$ cat src/rtl/ysyx_23060278_pkg.sv
// Shared definitions for the multi-cycle core: opcodes, function codes,
// FSM states, immediate formats and the immediate generator.
package ysyx_23060278_pkg;

    localparam logic [6:0] OP_IMM = 7'b0010011;
    localparam logic [6:0] OP     = 7'b0110011;
    localparam logic [6:0] LUI    = 7'b0110111;
    localparam logic [6:0] AUIPC  = 7'b0010111;
    localparam logic [6:0] JAL    = 7'b1101111;
    localparam logic [6:0] JALR   = 7'b1100111;
    localparam logic [6:0] SYSTEM = 7'b1110011;

    localparam logic [2:0] F3_ADDI    = 3'b000;
    localparam logic [2:0] F3_ADD_SUB = 3'b000;
    localparam logic [2:0] F3_JALR    = 3'b000;
    localparam logic [6:0] F7_ADD     = 7'b0000000;
    localparam logic [6:0] F7_SUB     = 7'b0100000;

    localparam logic [31:0] EBREAK_INST = 32'h0010_0073;

    typedef enum logic [1:0] {
        ST_FETCH = 2'd0,
        ST_WAIT  = 2'd1,
        ST_EXEC  = 2'd2,
        ST_HALT  = 2'd3
    } state_e;

    typedef enum logic [1:0] {
        IMM_I = 2'd0,
        IMM_U = 2'd1,
        IMM_J = 2'd2
    } imm_type_e;

    // Sign-extended / shifted immediate for the given instruction format.
    function automatic logic [31:0] gen_imm(input imm_type_e sel, input logic [31:0] inst);
        logic [31:0] imm;
        imm = 32'd0;
        case (sel)
            IMM_I:   imm = {{20{inst[31]}}, inst[31:20]};
            IMM_U:   imm = {inst[31:12], 12'd0};
            IMM_J:   imm = {{12{inst[31]}}, inst[19:12], inst[20], inst[30:21], 1'b0};
            default: imm = 32'd0;
        endcase
        return imm;
    endfunction

endpackage

$ cat src/rtl/ysyx_23060278_gpr.sv
// General purpose register file: two asynchronous read ports, one synchronous
// write port, x0 hardwired to zero, synchronous clear on reset.
module ysyx_23060278_gpr #(
    parameter int NR_REGS = 32,
    parameter int XLEN    = 32,
    localparam int AW     = $clog2(NR_REGS)
) (
    input  logic            clk,
    input  logic            rst,
    input  logic [AW-1:0]   rs1_addr,
    output logic [XLEN-1:0] rs1_data,
    input  logic [AW-1:0]   rs2_addr,
    output logic [XLEN-1:0] rs2_data,
    input  logic            we,
    input  logic [AW-1:0]   rd_addr,
    input  logic [XLEN-1:0] rd_data
);

    logic [XLEN-1:0] regs_r [NR_REGS];

    // Register storage: cleared on reset, writes to x0 are dropped
    always_ff @(posedge clk) begin
        if (rst) begin
            for (int i = 0; i < NR_REGS; i++) begin
                regs_r[i] <= {XLEN{1'b0}};
            end
        end else if (we && (rd_addr != {AW{1'b0}})) begin
            regs_r[rd_addr] <= rd_data;
        end
    end

    assign rs1_data = (rs1_addr == {AW{1'b0}}) ? {XLEN{1'b0}} : regs_r[rs1_addr];
    assign rs2_data = (rs2_addr == {AW{1'b0}}) ? {XLEN{1'b0}} : regs_r[rs2_addr];

endmodule

$ cat src/rtl/ysyx_23060278_mcore.sv
// Multi-cycle RV32I/RV32E subset core. Fetches over a valid/ready bus,
// executes in a FETCH/WAIT/EXEC sequence and emits a one-cycle commit record
// per retired instruction. ebreak or an unsupported encoding parks it in HALT.
module ysyx_23060278_mcore
    import ysyx_23060278_pkg::*;
#(
    parameter int              XLEN     = 32,
    parameter int              NR_REGS  = 32,
    parameter logic [XLEN-1:0] RESET_PC = 32'h8000_0000
) (
    input  logic            clk,
    input  logic            rst,
    output logic            ifu_req_valid,
    input  logic            ifu_req_ready,
    output logic [XLEN-1:0] ifu_req_addr,
    input  logic            ifu_rsp_valid,
    input  logic [31:0]     ifu_rsp_data,
    output logic [XLEN-1:0] pc,
    output logic [XLEN-1:0] snxt_pc,
    output logic [XLEN-1:0] dnxt_pc,
    output logic            commit_valid,
    output logic [XLEN-1:0] commit_pc,
    output logic [31:0]     commit_inst,
    output logic            halt,
    output logic            illegal
);

    localparam int AW = $clog2(NR_REGS);

    if (XLEN != 32) begin : g_xlen_chk
        $error("ysyx_23060278_mcore: only XLEN = 32 is supported");
    end
    if ((NR_REGS != 32) && (NR_REGS != 16)) begin : g_nregs_chk
        $error("ysyx_23060278_mcore: NR_REGS must be 16 or 32");
    end

    state_e      state_r, state_nxt_s;
    logic [31:0] pc_r, inst_r;
    logic        commit_valid_r, halt_r, illegal_r;
    logic [31:0] commit_pc_r, commit_inst_r;

    logic [6:0]  opcode_s, funct7_s;
    logic [2:0]  funct3_s;
    logic [4:0]  rd_idx_s, rs1_idx_s, rs2_idx_s;
    imm_type_e   imm_type_s;
    logic [31:0] imm_s, rs1_data_s, rs2_data_s, jalr_sum_s, seq_pc_s;
    logic        dec_legal_s, ebreak_s, wb_en_s, jump_s, use_rs1_s, use_rs2_s;
    logic [31:0] wb_data_s, jump_tgt_s;
    logic        reg_ok_s, legal_s, halt_go_s, gpr_we_s;

    assign opcode_s  = inst_r[6:0];
    assign rd_idx_s  = inst_r[11:7];
    assign funct3_s  = inst_r[14:12];
    assign rs1_idx_s = inst_r[19:15];
    assign rs2_idx_s = inst_r[24:20];
    assign funct7_s  = inst_r[31:25];

    // Immediate format selection from the opcode alone
    always_comb begin
        imm_type_s = IMM_I;
        case (opcode_s)
            LUI, AUIPC: imm_type_s = IMM_U;
            JAL:        imm_type_s = IMM_J;
            default:    imm_type_s = IMM_I;
        endcase
    end

    assign imm_s      = gen_imm(imm_type_s, inst_r);
    assign seq_pc_s   = pc_r + 32'd4;
    assign jalr_sum_s = rs1_data_s + imm_s;

    // Decode, ALU and jump target for the latched instruction
    always_comb begin
        dec_legal_s = 1'b0;
        ebreak_s    = 1'b0;
        wb_en_s     = 1'b0;
        wb_data_s   = 32'd0;
        jump_s      = 1'b0;
        jump_tgt_s  = 32'd0;
        use_rs1_s   = 1'b0;
        use_rs2_s   = 1'b0;
        case (opcode_s)
            OP_IMM: begin
                if (funct3_s == F3_ADDI) begin
                    dec_legal_s = 1'b1;
                    wb_en_s     = 1'b1;
                    use_rs1_s   = 1'b1;
                    wb_data_s   = rs1_data_s + imm_s;
                end else begin
                    dec_legal_s = 1'b0;
                end
            end
            OP: begin
                use_rs1_s = 1'b1;
                use_rs2_s = 1'b1;
                if ((funct3_s == F3_ADD_SUB) && (funct7_s == F7_ADD)) begin
                    dec_legal_s = 1'b1;
                    wb_en_s     = 1'b1;
                    wb_data_s   = rs1_data_s + rs2_data_s;
                end else if ((funct3_s == F3_ADD_SUB) && (funct7_s == F7_SUB)) begin
                    dec_legal_s = 1'b1;
                    wb_en_s     = 1'b1;
                    wb_data_s   = rs1_data_s - rs2_data_s;
                end else begin
                    dec_legal_s = 1'b0;
                end
            end
            LUI: begin
                dec_legal_s = 1'b1;
                wb_en_s     = 1'b1;
                wb_data_s   = imm_s;
            end
            AUIPC: begin
                dec_legal_s = 1'b1;
                wb_en_s     = 1'b1;
                wb_data_s   = pc_r + imm_s;
            end
            JAL: begin
                dec_legal_s = 1'b1;
                wb_en_s     = 1'b1;
                wb_data_s   = seq_pc_s;
                jump_s      = 1'b1;
                jump_tgt_s  = pc_r + imm_s;
            end
            JALR: begin
                if (funct3_s == F3_JALR) begin
                    dec_legal_s = 1'b1;
                    wb_en_s     = 1'b1;
                    use_rs1_s   = 1'b1;
                    wb_data_s   = seq_pc_s;
                    jump_s      = 1'b1;
                    jump_tgt_s  = {jalr_sum_s[31:1], 1'b0};
                end else begin
                    dec_legal_s = 1'b0;
                end
            end
            SYSTEM: begin
                if (inst_r == EBREAK_INST) begin
                    dec_legal_s = 1'b1;
                    ebreak_s    = 1'b1;
                end else begin
                    dec_legal_s = 1'b0;
                end
            end
            default: dec_legal_s = 1'b0;
        endcase
    end

    // RV32E has only x0..x15; any referenced register index with bit 4 set is illegal
    assign reg_ok_s  = (NR_REGS != 16) ||
                       !((wb_en_s && rd_idx_s[4]) || (use_rs1_s && rs1_idx_s[4]) ||
                         (use_rs2_s && rs2_idx_s[4]));
    assign legal_s   = dec_legal_s & reg_ok_s;
    assign halt_go_s = ebreak_s | ~legal_s;
    assign gpr_we_s  = (state_r == ST_EXEC) & wb_en_s & legal_s;

    ysyx_23060278_gpr #(
        .NR_REGS (NR_REGS),
        .XLEN    (XLEN)
    ) u_gpr (
        .clk      (clk),
        .rst      (rst),
        .rs1_addr (rs1_idx_s[AW-1:0]),
        .rs1_data (rs1_data_s),
        .rs2_addr (rs2_idx_s[AW-1:0]),
        .rs2_data (rs2_data_s),
        .we       (gpr_we_s),
        .rd_addr  (rd_idx_s[AW-1:0]),
        .rd_data  (wb_data_s)
    );

    // FSM state register
    always_ff @(posedge clk) begin
        if (rst) begin
            state_r <= ST_FETCH;
        end else begin
            state_r <= state_nxt_s;
        end
    end

    // FSM next-state logic
    always_comb begin
        state_nxt_s = state_r;
        case (state_r)
            ST_FETCH: state_nxt_s = ifu_req_ready ? ST_WAIT : ST_FETCH;
            ST_WAIT:  state_nxt_s = ifu_rsp_valid ? ST_EXEC : ST_WAIT;
            ST_EXEC:  state_nxt_s = halt_go_s ? ST_HALT : ST_FETCH;
            ST_HALT:  state_nxt_s = ST_HALT;
            default:  state_nxt_s = ST_FETCH;
        endcase
    end

    // Instruction latch, PC update, commit record and sticky halt flags
    always_ff @(posedge clk) begin
        if (rst) begin
            pc_r           <= RESET_PC;
            inst_r         <= 32'd0;
            commit_valid_r <= 1'b0;
            commit_pc_r    <= 32'd0;
            commit_inst_r  <= 32'd0;
            halt_r         <= 1'b0;
            illegal_r      <= 1'b0;
        end else begin
            commit_valid_r <= 1'b0;
            case (state_r)
                ST_WAIT: begin
                    if (ifu_rsp_valid) begin
                        inst_r <= ifu_rsp_data;
                    end
                end
                ST_EXEC: begin
                    commit_valid_r <= 1'b1;
                    commit_pc_r    <= pc_r;
                    commit_inst_r  <= inst_r;
                    if (halt_go_s) begin
                        halt_r    <= 1'b1;
                        illegal_r <= ~legal_s;
                    end else begin
                        pc_r <= dnxt_pc;
                    end
                end
                default: ;
            endcase
        end
    end

    assign ifu_req_valid = (state_r == ST_FETCH) && !rst;
    assign ifu_req_addr  = pc_r;
    assign pc            = pc_r;
    assign snxt_pc       = seq_pc_s;
    assign dnxt_pc       = ((state_r == ST_EXEC) && jump_s) ? jump_tgt_s : seq_pc_s;
    assign commit_valid  = commit_valid_r;
    assign commit_pc     = commit_pc_r;
    assign commit_inst   = commit_inst_r;
    assign halt          = halt_r;
    assign illegal       = illegal_r;

endmodule

$ cat config.mk
export PLATFORM = sky130hd
export DESIGN_NAME = ysyx_23060278_mcore
export DESIGN_NICKNAME = d
export VERILOG_FILES = /design/src/rtl/ysyx_23060278_pkg.sv /design/src/rtl/ysyx_23060278_gpr.sv /design/src/rtl/ysyx_23060278_mcore.sv
export SDC_FILE = /design/constraint.sdc
export NUM_CORES = 2
export LEC_CHECK = 0
export CAP_MARGIN = 20
export CORE_UTILIZATION = 50
export CTS_CLUSTER_SIZE = 12
export DETAILED_ROUTE_END_ITERATION = 16
export PLACE_DENSITY = 0.65
export SLEW_MARGIN = 20
export SYNTH_ARGS = -nofsm -noshare
export SYNTH_HDL_FRONTEND = slang
export SYNTH_HIERARCHICAL = 1
export SYNTH_SLANG_ARGS = --single-unit
$ cat constraint.sdc
create_clock -name clk -period 5.8 [get_ports clk]
set_clock_uncertainty 0.05 [all_clocks]
set_input_delay 0.58 -clock clk [delete_from_list [all_inputs] [get_ports clk]]
set_output_delay 0.58 -clock clk [all_outputs]
set_load 0.03 [all_outputs]
# --- Word-level counts from Yosys, hierarchy flattened ---
# Memory sizes are Yosys's and may differ from the RTL's. A register that Yosys moved wholly into a read port is not among the register bits.
# Cells that the tools add are included.
word_totals:
  reg_bits: 133
  ramBits: 1024
  in_bits: 36
  out_inout_bits: 196
  elab_cells: 90
  n_memories: 1
memory_table:
  columns: ["name", "words", "width", "rd", "rd_ports_with_merged_regs", "wr", "line", "rtl"]
  rows:
  - ["u_gpr.regs_r", 32, 32, 2, 2, 32, "ysyx_23060278_gpr.sv:19", "logic [XLEN-1:0] regs_r [NR_REGS];"]
op_classes:
  add_sub_neg: 5
  n_eq_ne: 14
  n_mux: 37
  bitwise_logic: 5
  n_reduce_logical: 20
ops:
  columns: ["op", "n"]
  rows:
  - ["32-bit 2-to-1 mux", 9]
  - ["32-bit one-hot mux with 6 select lines", 1]
  - ["32-bit adder", 3]
  - ["32-bit one-hot mux with 3 select lines", 1]
  - ["32-bit one-hot mux with 2 select lines", 1]
  - ["32-bit by 3-bit adder with 32-bit output, second input constant", 1]
  - ["32-bit by 21-bit == test with 1-bit output, second input constant", 1]
  - ["32-bit OR reduction", 1]
  - ["32-bit subtractor", 1]
  - ["5-bit 2-to-1 mux", 5]
  - ["7-bit by 6-bit == test with 1-bit output, second input constant", 3]
  - ["7-bit == test, second input constant", 3]
  - ["7-bit by 5-bit == test with 1-bit output, second input constant", 2]
  - ["1-bit 2-to-1 mux", 13]
  - ["5-bit logical NOT", 2]
  - ["2-bit one-hot mux with 4 select lines", 1]
  - ["7-bit logical NOT", 1]
  - ["2-bit == test, second input constant", 3]
  - ["2-bit AND reduction", 3]
  - ["1-bit logical AND", 5]
  - ["5-bit nonzero test", 1]
  - ["2-bit by 1-bit == test with 1-bit output, second input constant", 2]
  - ["2-bit logical NOT", 2]
  - ["2-bit 2-to-1 mux", 2]
  - ["other kinds (11)", 14]

# --- Depth between registers and ports, before layout ---
depth:
  ltp_word: 13
  depth_mapped: 24
  mapped_depth_nobuf: 19

# --- Hierarchy ---
# Netlist, hierarchy kept.
modules_own_cells:
  columns: ["mod", "instances", "cells_each", "area_per_inst_um2", "seq_area_each_um2"]
  rows:
  - ["ysyx_23060278_gpr", 1, 3502, 54258.3, 30749.5]
  - ["ysyx_23060278_mcore", 1, 1973, 13838.3, 2662.6]

# --- Worst setup path before layout ---
# Ideal clock, no wire load.
synth_timing:
  path_kind: "register to output"
  startpoint: "register inst_r[17]"
  endpoint: "output port dnxt_pc[28]"
  arrival_ns: 4.761
  t_required_ns: 5.170
  setup_slack_ns: 0.409
  stages_incl_launch_ff: 19
  n_path_buf: 3
  cell_sequence: "dfxtp_1 > buf_2 > buf_2 > buf_1 > mux4_2 > mux4_2 > o22ai_1 > nor3_1 > inv_1 > fa_1 > nor2b_1 > o2111ai_1 > a21boi_1 > a221oi_2 > o21ai_2 > a21oi_1 > o211a_1 > nand3b_1 > a31oi_1"
synth_via:
  elab_chain_len: 6
  elab_cells_between_ends: 8
  classes_between: "2 x add/sub; 5 x mux; 1 x reduce/logical"
synth_rtl:
  columns: ["element", "line", "rtl"]
  rows:
  - ["start: declaration", "ysyx_23060278_mcore.sv:38", "logic [31:0] pc_r, inst_r;"]
  - ["start signal: assignment", "ysyx_23060278_mcore.sv:208", "inst_r <= ifu_rsp_data;"]
  - ["5-bit logical NOT", "ysyx_23060278_gpr.sv:32", "assign rs1_data = (rs1_addr == {AW{1'b0}}) ? {XLEN{1'b0}} : regs_r[rs1_addr];"]
  - ["32-bit 2-to-1 mux", "ysyx_23060278_gpr.sv:32", null]
  - ["net rs1_data_s[1]", "ysyx_23060278_mcore.sv:46", "logic [31:0] imm_s, rs1_data_s, rs2_data_s, jalr_sum_s, seq_pc_s;"]
  - ["32-bit adder", "ysyx_23060278_mcore.sv:70", "assign jalr_sum_s = rs1_data_s + imm_s;"]
  - ["32-bit 2-to-1 mux", "ysyx_23060278_mcore.sv:126", "if (funct3_s == F3_JALR) begin"]
  - ["32-bit one-hot mux with 2 select lines", "ysyx_23060278_mcore.sv:82", "case (opcode_s)"]
  - ["32-bit 2-to-1 mux", "ysyx_23060278_mcore.sv:231", "assign dnxt_pc = ((state_r == ST_EXEC) && jump_s) ? jump_tgt_s : seq_pc_s;"]
  - ["end: declaration", "ysyx_23060278_mcore.sv:20", "output logic [XLEN-1:0] dnxt_pc,"]
# The timed path passes the listed nets, and every way through them passes these cells.

# --- Worst setup path in the final report ---
layout_timing:
  startpoint: "register inst_r[16]"
  endpoint: "output port dnxt_pc[20]"
# Same word-level chain as after synthesis.

==> metrics.md <==
| Metric | Value |
|---|---|
| DRT Pass-1 Iters | `6` |
| Global-route wire length before repair | `355,000 µm` |
| CP Max Fanout | `7` |
| Failing checks | `negative setup slack` |
| Io pins | `232` |
| Critical Path Start | `inst_r[16]` |
| Number of port buffers | `about 230` |
| RSZ-0062 raised after global routing | `yes` |
| Initial DRC count | `6,433` |
| Starting density of the core | `0.503` |
| Maxcap violations | `0` |
| Fraction of registers with async set or reset after synthesis | `0` |
| Worst slew pin tran | `~1.1 ns` |
| TritonCTS clock tree | `done` |
| Post-synthesis sequential area ratio | `0.491` |
| Outcome | `finished with violations` |
| Clk sinks | `1,157` |
| Met2 wire length | `about 120,000 µm` |
| Met3 routed WL | `26,900 µm` |
| Worst reg-to-reg path cell count | `22` |
| H-tree levels | `3` |
| Highest Signal Layer | `met5` |
| Ys flop type | `edfxtp_1` |
| Die X-Extent | `371 µm` |
| Critical Path RT | `around 5.2 ns` |
| Grt ovf | `0` |
| Crit path to | `dnxt_pc[20]` |
| Antenna violations before repair | `9` |
| Power Total | `20,900 µW` |
| Worst r2r src | `inst_r[16]` |
| Vias in the first global route | `51,000` |
| Core area | `135,000 µm²` |
| Post-synthesis cell count | `5,475` |
| Final Hold Vio Count | `0` |
| #FFs+latches synth | `approximately 1,200` |
| Max IR drop VDD | `~0.00025 V` |
| Largest net degree at the start of global routing | `67` |
| Total global-route track usage | `0.358` |
| Site row count | `135` |
| Clk pin slew, worst setup/hold paths | `~0.060 ns` |
| Synth-to-Final Area Change | `22.3%` |
| Ys Warns | `6` |
| Die area | `138,000 µm²` |
| Routed WL per cell | `between 30 and 40 µm` |
| Crit path launch type | `flip-flop` |
| DRC | `0` |
| Critical Path AT | `5.54 ns` |
| Crit. End Element | `output port` |
| Antenna Nets Post-Route | `0` |
| Reg2Reg Setup Slack | `-0.03 ns` |
| Netlist Area Pre-Place | `68,100 µm²` |
| Met1 WL | `92,900 µm` |
| WL final | `250,000 µm` |
| Final period util | `1.06` |
| Height of the die | `371 µm` |
| Slew headroom | `0.262` |
| Netlist cell types | `roughly 100` |
| Root Buffer Master | `clkbuf_16` |
| CTS buffer count | `121` |
| Setup ws final | `-0.366 ns` |
| Mean Syn Cell Area | `12.4 µm²` |
| Fmax | `0.162 GHz` |
| Layout cells sized above 1 | `0.295` |
| Final Cell Area | `83,300 µm²` |
| Critical R2R Capture | `u_gpr/regs_r[20][31]` |
| EDFF count, synth | `1,024` |
| Skew-Pair Late Insertion Delay | `between 0.7 and 0.8 ns` |
| Commonest non-fill, non-tap cell in the layout | `edfxtp_1` |
| Routability cong. | `0.982` |
| Most frequent cells in the layout | `edfxtp_1 (1,024), and2_1 (1,013), buf_4 (697)` |
| DP Area | `76,800 µm²` |
| Final Max Tran Viols | `0` |
| Endpoints failing setup | `41` |
| Vias per cell | `6.49` |
| Fin nets | `6,295` |
| Longest Clk Path Bufs | `3` |
| Detailed Place HPWL | `177,000 µm` |
| Pwr Density | `251 nW/µm²` |
| Type of the worst setup path | `flip-flop to output port` |
| HP Class | `primary input to flip-flop` |
| Leakage | `0.0303 µW` |
| Via Count | `52,000` |
| Minimum clock period | `6.17 ns` |
==> critical path, stage by stage (launching register included) <==
cell      delay, ns
dfxtp_4        0.41
buf_4          0.14
buf_12         0.16
buf_12         0.14
buf_12         0.10
mux4_2         0.49
mux2i_2        0.30
a32o_1         0.35
nor4_4         0.11
ha_1           0.33
buf_4          0.17
a21o_1         0.17
o21bai_1       0.19
a311oi_2       0.36
o21ai_4        0.14
buf_6          0.15
a21o_1         0.15
a21oi_2        0.17
xnor2_2        0.15
nand2_2        0.11
a31oi_1        0.18
buf_4          0.16
buf_12         0.12
==> worst min path at each step <==
stage | start | to | depth (start not counted)
final | rst | halt | 2
after detailed placement | commit_pc[25] | commit_pc[25] | 2
after global placement | commit_pc[7] | commit_pc[7] | 2
after floorplan | inst_r[4] | commit_inst[4] | 2
after global routing | rst | commit_valid | 2
after CTS | rst | ifu_req_addr[1] | 2
==> power breakdown <==
group	switching (µW)	internal, µW	leakage (µW)
clock network	3350	4340	0.00188
logic	2010	1660	0.0168
registers	187	9320	0.0116
==> sequential cells by signal (all words and copies together) (netlist names) <==
signal        cells
commit_inst      32
commit_pc        32
commit_valid      1
halt              1
ifu_req_addr     32
illegal           1
inst_r           32
state_r           2
u_gpr/regs_r   1024
==> area by class of cell <==
| class | count | area (µm²) |
|---|---|---|
| Fill cell | 10400 | 52000 |
| Multi-Input combinational cell | 3720 | 33500 |
| Sequential cell | 1157 | 33400 |
| Timing Repair Buffer | 1042 | 9880 |
| Clock buffer | 168 | 3370 |
| Tap cell | 1781 | 2230 |
| Clock inverter | 53 | 477 |
| Inverter | 88 | 333 |
| Antenna cell | 2 | 5.00 |
==> what timing repair did <==
item / 4_1_cts / 5_1_grt
hold buffers: 0 / 0
hold endpoints to repair: 0 / 0
gates resized for setup: 202 / 144
buffers inserted: 46 / 37
setup endpoints to repair: 491 / 308
gates cloned: 6 / 4
pin swaps: 70 / 62
==> per-layer routing <==
metal / GRT usage / up-vias
met3: 0.0772 / 591
met2: 0.589 / 3340
li1: - / 21900
met1: 0.454 / 26200
met5: 0 / -
met4: 0.159 / 2
==> Yosys cell counts, types with 11 or more instances <==
master	number	area share
or3_1	14	0.0013
nand2_1	335	0.018
nand3b_1	11	0.0012
mux2_2	33	0.0055
nand2b_1	24	0.0022
o21ai_0	91	0.0067
buf_4	71	0.0078
a2111oi_1	42	0.0062
a211oi_1	23	0.0025
nand3_1	42	0.0031
inv_1	86	0.0047
a2111oi_0	15	0.0019
xor2_1	30	0.0039
nor3_1	96	0.0071
o22ai_1	113	0.010
nor2_1	185	0.010
a222oi_1	15	0.0022
buf_1	26	0.0014
a221oi_1	12	0.0015
nor4_1	15	0.0014
dfxtp_1	133	0.039
and2_1	1014	0.093
o31ai_1	12	0.0013
o211ai_1	27	0.0030
xnor2_1	88	0.011
o21bai_1	14	0.0015
buf_2	44	0.0032
nor2b_1	26	0.0024
a21o_1	61	0.0067
a22oi_1	34	0.0037
a22o_1	56	0.0072
a31oi_1	19	0.0017
nand4_1	18	0.0017
a21oi_1	259	0.019
mux2i_1	159	0.023
edfxtp_1	1024	0.45
ha_1	125	0.023
buf_6	24	0.0040
mux4_2	472	0.16
clkbuf_1	376	0.021
and3_1	24	0.0022
or2_2	45	0.0041
o21a_1	12	0.0013
==> stage by stage <==
step | setup TNS, ns | cells | utilization | setup WS (ns) | hold WS, ns
finish | -4.90 | 8011 | 0.615 | -0.366 | 0.256
global route | -14.03 | 8009 | 0.615 | -0.524 | 0.260
CTS | -4.21 | 7969 | 0.607 | -0.331 | 0.239
detailed placement | -108.56 | 7703 | 0.567 | -0.462 | 0.396
global placement | -91.68 | 7703 | 0.567 | -0.374 | 0.391
floorplan | 0 | 5506 | - | 0.409 | 0.404
==> kinds of logic (layout without fill, tap and decap cells) <==
logic type / count (synthesis) / after routing / share of synthesized area
adders and majority gates: 129 / 129 / 0.0241
buffers and inverters: 629 / 1351 / 0.0420
other: 1 / 34 / 0.0000551
xor gates and xnor gates: 118 / 118 / 0.0152
and+or+nand+nor: 1889 / 1889 / 0.154
muxes: 665 / 665 / 0.185
AOI/OAI and AO/OA: 887 / 887 / 0.0892
DFF: 1157 / 1157 / 0.491
Note: power is estimated with default switching activity, not from simulation.
